$ cat config.mk
export PLATFORM = sky130hd
export DESIGN_NAME = latch_q_debounce_edge
export DESIGN_NICKNAME = d
export VERILOG_FILES = /design/src/rtl/latch_q_debounce_edge.sv
export SDC_FILE = /design/constraint.sdc
export NUM_CORES = 1
export LEC_CHECK = 0
export BUFFER_PORTS_ARGS = -buffer_cell sky130_fd_sc_hd__buf_4
export CAP_MARGIN = 20
export CORE_AREA = 2 2 42 44
export CTS_BUF_LIST = sky130_fd_sc_hd__clkbuf_8
export DETAILED_ROUTE_END_ITERATION = 12
export DIE_AREA = 0 0 44 46
export PLACE_DENSITY = 0.84
export SETUP_SLACK_MARGIN = 0.3
export SLEW_MARGIN = 20
export SYNTH_ARGS = -nofsm -noshare
export SYNTH_HDL_FRONTEND = slang
export SYNTH_SLANG_ARGS = --single-unit
$ cat constraint.sdc
create_clock -name clk -period 2.8 [get_ports clk]
set_clock_uncertainty 0.05 [all_clocks]
set_input_delay 0.14 -clock clk [delete_from_list [all_inputs] [get_ports clk]]
set_output_delay 0.14 -clock clk [all_outputs]
set_load 0.01 [all_outputs]
$ cat src/rtl/latch_q_debounce_edge.sv
// Synchronises and debounces an asynchronous latch Q, then emits rise/fall pulses and a saturating edge count.
// Latency SYNC_STAGES+DEBOUNCE_CYCLES+1 edges from first sampling to q_stable; no backpressure (free-running observer).
module latch_q_debounce_edge #(
  parameter int SYNC_STAGES     = 2,
  parameter int DEBOUNCE_CYCLES = 4,
  parameter int CNT_WIDTH       = 8
) (
  input  logic                 clk,
  input  logic                 rst_n,
  input  logic                 q_in,
  input  logic                 clr_cnt,
  output logic                 q_stable,
  output logic                 rise_pulse,
  output logic                 fall_pulse,
  output logic [CNT_WIDTH-1:0] edge_cnt,
  output logic                 cnt_sat
);

  localparam int DBW = $clog2(DEBOUNCE_CYCLES + 1);

  typedef enum logic {
    ST_STABLE = 1'b0,
    ST_CHECK  = 1'b1
  } state_t;

  logic [SYNC_STAGES-1:0] sync;
  logic                   s;
  state_t                 state, state_nxt;
  logic [DBW-1:0]         db_cnt, db_cnt_nxt;
  logic                   accept;
  logic [CNT_WIDTH-1:0]   cnt_nxt;

  // Plain flop chain: nothing may sit between stages.
  always_ff @(posedge clk or negedge rst_n) begin
    if (!rst_n) begin
      sync <= '0;
    end else begin
      sync <= {sync[SYNC_STAGES-2:0], q_in};
    end
  end

  assign s = sync[SYNC_STAGES-1];

  always_ff @(posedge clk or negedge rst_n) begin
    if (!rst_n) begin
      state  <= ST_STABLE;
      db_cnt <= '0;
    end else begin
      state  <= state_nxt;
      db_cnt <= db_cnt_nxt;
    end
  end

  always_comb begin
    state_nxt  = state;
    db_cnt_nxt = db_cnt;
    accept     = 1'b0;
    case (state)
      ST_STABLE: begin
        if (s != q_stable) begin
          state_nxt  = ST_CHECK;
          db_cnt_nxt = DBW'(1);
        end
      end
      ST_CHECK: begin
        if (s == q_stable) begin
          // Differing run ended early: treat it as a glitch.
          state_nxt  = ST_STABLE;
          db_cnt_nxt = '0;
        end else if (db_cnt == DBW'(DEBOUNCE_CYCLES)) begin
          accept     = 1'b1;
          state_nxt  = ST_STABLE;
          db_cnt_nxt = '0;
        end else begin
          db_cnt_nxt = db_cnt + DBW'(1);
        end
      end
      default: begin
        state_nxt  = ST_STABLE;
        db_cnt_nxt = '0;
      end
    endcase
  end

  always_ff @(posedge clk or negedge rst_n) begin
    if (!rst_n) begin
      q_stable   <= 1'b0;
      rise_pulse <= 1'b0;
      fall_pulse <= 1'b0;
    end else begin
      if (accept) begin
        q_stable <= s;
      end
      rise_pulse <= accept & s;
      fall_pulse <= accept & ~s;
    end
  end

  // The count follows the registered pulse, so it lands one edge after it.
  always_comb begin
    cnt_nxt = edge_cnt;
    if ((rise_pulse | fall_pulse) && (edge_cnt != {CNT_WIDTH{1'b1}})) begin
      cnt_nxt = edge_cnt + CNT_WIDTH'(1);
    end
  end

  always_ff @(posedge clk or negedge rst_n) begin
    if (!rst_n) begin
      edge_cnt <= '0;
      cnt_sat  <= 1'b0;
    end else if (clr_cnt) begin
      edge_cnt <= '0;
      cnt_sat  <= 1'b0;
    end else begin
      edge_cnt <= cnt_nxt;
      cnt_sat  <= cnt_sat | (&cnt_nxt);
    end
  end

endmodule
* After elaboration in Yosys (flattened, before gate mapping)
Cells that the tools add are included. Widths: inputs -> output; s select.
Word-level totals: bits in registers 18, bits of input ports 4, output and inout port bits 12, logic and storage cells 37
Operators by class: add/sub/neg operators 2, eq/ne operators 5, muxes and demuxes 14, bitwise logic cells 6, reduce and logical (&&, ||, !) cells 2
Operator list (count):
- $mux 8 | 2
- $mux 3 | 3
- $add 8x1->8 const B | 1
- $ne 8x8->1 const B | 1
- $reduce_and 8->1 | 1
- $mux 1 | 7
- $pmux 3 s2 | 1
- $add 3x1->3 const B | 1
- $eq 3x3->1 const B | 1
- $and 1x1->1 | 2
- $ne 2x2->1 const B | 1
- $not 1->1 | 2
- $or 1x1->1 | 2
- $pmux 1 s2 | 1
- $eq 1x1->1 | 1
- $logic_and 1x1->1 | 1
- $ne 1x1->1 | 1

* Depth between registers and ports, before layout
depth after elaboration 6, mapped depth 6

* Worst setup path after synthesis
OpenSTA, ideal clock, no wires.
kind flip-flop to flip-flop, start register edge_cnt[0], end register cnt_sat, setup time 0.103 ns, data arrival time 1.635 ns, data required time 2.647 ns, setup slack 1.012 ns, cell stages (with the launch flop) 6, path through dfrtp_1 > ha_1 > nand4_1 > o22ai_1 > mux2_2 > o41ai_2
Between the ends: cells in the longest elaborated chain, start to end 6
Ends and longest elaborated chain:
- start: declaration | RTL line 15 | output logic [CNT_WIDTH-1:0] edge_cnt,
- start signal: assignment | RTL line 115 | edge_cnt <= cnt_nxt;
- parallel branches: the longest is 2 deep, another holds $add 8x1->8
- $mux 8 * | RTL line 102 | if ((rise_pulse | fall_pulse) && (edge_cnt != {CNT_WIDTH{1'b1}})) begin
- $reduce_and 8->1 * | RTL line 116 | cnt_sat <= cnt_sat | (&cnt_nxt);
- $or 1x1->1 * | RTL line 116
- $mux 1 * | RTL line 111 | end else if (clr_cnt) begin
- end signal: assignment | RTL line 116
- end: declaration | RTL line 16 | output logic cnt_sat
Mark *: on every way between the ends. A chain may end at the register's enable or synchronous reset.

* Worst setup path after layout
Same ends and word-level chain as after synthesis.

==> qor.yml <==
clock_tree:
  numCtsBuffers: 3
  clockBufferDepth: 2
  clk_latency_ns: 0.25
  cts-htree-levels: 1
  cts_tree: "yes"
  clock_sinks: 18
  path_clk_slew_ns: 0.07
  clockRootBuffer: "clkbuf_8"
timing:
  setup_viol: 0
  maxSlewViolCount: 0
  hold_violations: 0
  slew_headroom_pct: 71.4
  worst_pin_slew_ns: 0.428
  post-route-period-util_pct: 68.8
  tns_ns: 0
  period_minus_slack_ns: 1.93
  rsz0062_at_grt: "false"
  fmax_mhz: 519
pwr:
  p_leak_nw: 0.515
  power.density_nw_per_um2: 601
  ir_drop_v: 0.000376
logic_synthesis:
  synth_top_area_cell: "dfrtp_1"
  ys_seq_area_share_pct: 49.4
  syn_inst: 87
  yosys-top-cells-area: "dfrtp_1 49%, ha_1 4.1%, nor2_1 3.7%"
  synth_ff_type: "dfrtp_1"
  ys.warnings.count: 0
  ys_types: 32
  synth-seq-cells: 18
  synth_common_cells: "18 x dfrtp_1, 9 x nor2_1, 7 x nand2_1"
  avgSynthCellArea_um2: 10.5
  synth_area_um2: 912
  syn-num-nets: 94
  synth-edff-count: 0
  yosysMostFrequentCell: "dfrtp_1"
  synth_async_sr_flop_share_pct: 100
  yosys.area.top_type_share_pct: 49.4
critical_path:
  critical_path.max_fanout: 6
  endpoint_kind: "flop"
  crit_chain: "ha_1, nand4_1, o22ai_1, mux2_2, o41ai_2"
  cp.required_ns: 2.89
  cp-start-kind: "flop"
  cp_top_family: "compound AO/OA/AOI/OAI gates"
  critPathKind: "flop to flop"
  crit_path_max_incr_delay_ns: 0.45
  crit_buf_inv: 0
  crit_slowest_cell: "dfrtp_1"
  arrival_ns: 2.02
floorplanning:
  start_util_pct: 56.5
  std_cell_rows: 15
  die_area_um2: 2020
  ios: 16
  core_area_um2: 1610
  die_w_um: 44
  die_height_um: 46
cells_and_area:
  fin_util_pct: 68.7
  drive_gt1_share_pct: 24.5
  diodes: 0
  area_growth_pct: 21.5
  nets: 114
routing:
  drt_iter0_markers: 13
  routed_wl_um: 1810
  route.antenna.remaining_nets: 0
  drt-vias-per-instance: 6.14
  vias: 755
  avgRoutedWirePerCell_um: 14.7
  dr.pass1.iters: 4
  drc: 0
global_route:
  grt_max_degree: 19
  track_usage_pct: 20.2
  grt_first_pass_wirelength_um: 2820
  grt-ovfl-total: 0
  antenna_found_initial: 0
  grt_pass1_vias: 649
hold_path:
  worstHoldPathType: "input port to flop"
run_status:
  status: "finished clean"
placement:
  hpwl_um: 1370
  routabilityCongestion: 0.925
  port_buffers: 15
job:
  cap_violations: 0
## final timing paths
kind	startpoint	to	slack, ns	cells past startpoint
setup reg to reg	edge_cnt[0]	cnt_sat	0.87	5
hold / removal	clr_cnt	edge_cnt[5]	0.06	2
setup / recovery	edge_cnt[0]	cnt_sat	0.87	5
max in group asynchronous	rst_n	q_stable	2.27	2
hold reg to reg	sync[0]	sync[1]	0.32	0
min in group asynchronous	rst_n	edge_cnt[4]	0.24	2
## timing repair
| action | 4_1_cts | 5_1_grt |
|---|---|---|
| hold buffers | 2 | 0 |
| buffers inserted | 0 | 0 |
| resized for setup | 0 | 0 |
| endpoints found under the hold margin | 19 | 0 |
## sequential cells by signal, indices dropped and copies added, names as in the netlist
signal      cells
cnt_sat         1
db_cnt          3
edge_cnt        8
fall_pulse      1
q_stable        1
rise_pulse      1
state           1
sync            2
## metal layers
layer	vias up	global-route usage, %	wire (um)
met5	-	0	0
met4	0	18.2	109
met3	10	3.57	94
met2	36	31.2	863
met1	354	24.0	739
li1	355	-	-
## cell usage in the layout (no fill, tap or decap)
| cell | count |
|---|---|
| nor3_2 | 1 |
| clkbuf_8 | 4 |
| mux2i_1 | 2 |
| o211a_1 | 1 |
| a21oi_1 | 6 |
| nor2_1 | 9 |
| o211ai_1 | 1 |
| nor3b_1 | 2 |
| xor2_1 | 2 |
| dfrtp_1 | 18 |
| nand4_1 | 3 |
| o41ai_2 | 1 |
| ha_1 | 3 |
| xnor2_1 | 1 |
| and3_1 | 1 |
| dlygate4sd3_1 | 2 |
| o31ai_1 | 1 |
| nand2_1 | 7 |
| o2111ai_1 | 1 |
| inv_1 | 3 |
| o2111ai_2 | 1 |
| mux2_2 | 2 |
| or2b_2 | 2 |
| nor2b_1 | 2 |
| o22ai_1 | 1 |
| a32o_1 | 1 |
| and2_1 | 2 |
| buf_4 | 15 |
| nand3_1 | 4 |
| a311oi_1 | 2 |
| o21bai_1 | 1 |
| a211oi_1 | 1 |
| o21ai_0 | 3 |
## metrics by stage
stage	setup WS (ns)	area [um^2]	std cells	hold slack (ns)	power, mW
finish	0.872	1110	123	0.0603	0.667
global placement	1.00	1030	117	-0.0309	0.448
floorplan	1.01	912	87	-0.206	0.414
detailed placement	0.868	1030	117	-0.0302	0.458
global route	0.767	1110	123	0.0613	0.708
CTS	0.860	1110	123	0.0578	0.669
## logic make-up (layout without fill, tap and decap cells)
family          after synthesis  count (layout)  share of synthesized area (%)
fa+ha+maj                     3               3                           4.12
simple gates                 33              33                           18.9
compound gates               21              21                           17.4
xor+xnor                      3               3                           2.88
mux                           4               4                           4.66
flops                        18              18                           49.4
buf+inv                       5              24                           2.61
## final cells by class
| cell class | count | area, um^2 |
|---|---|---|
| multi-input cells | 64 | 438 |
| inverters | 3 | 11.3 |
| repair buffers | 17 | 133 |
| clock buffers | 4 | 55.1 |
| fillers | 121 | 505 |
| well taps | 17 | 21.3 |
| flip-flops and latches | 18 | 450 |
## power breakdown
group | internal, mW | total [mW] | switching (mW)
Sequential | 0.292 | 0.327 | 0.0359
Clock | 0.125 | 0.210 | 0.0850
Combinational | 0.0613 | 0.129 | 0.0680
Total | 0.478 | 0.667 | 0.189
## worst reg2reg max path: stages (launching register included)
cell	delay [ns]
dfrtp_1	0.45
ha_1	0.27
nand4_1	0.14
o22ai_1	0.30
mux2_2	0.39
o41ai_2	0.22
Power figures use the tool's default switching activity.
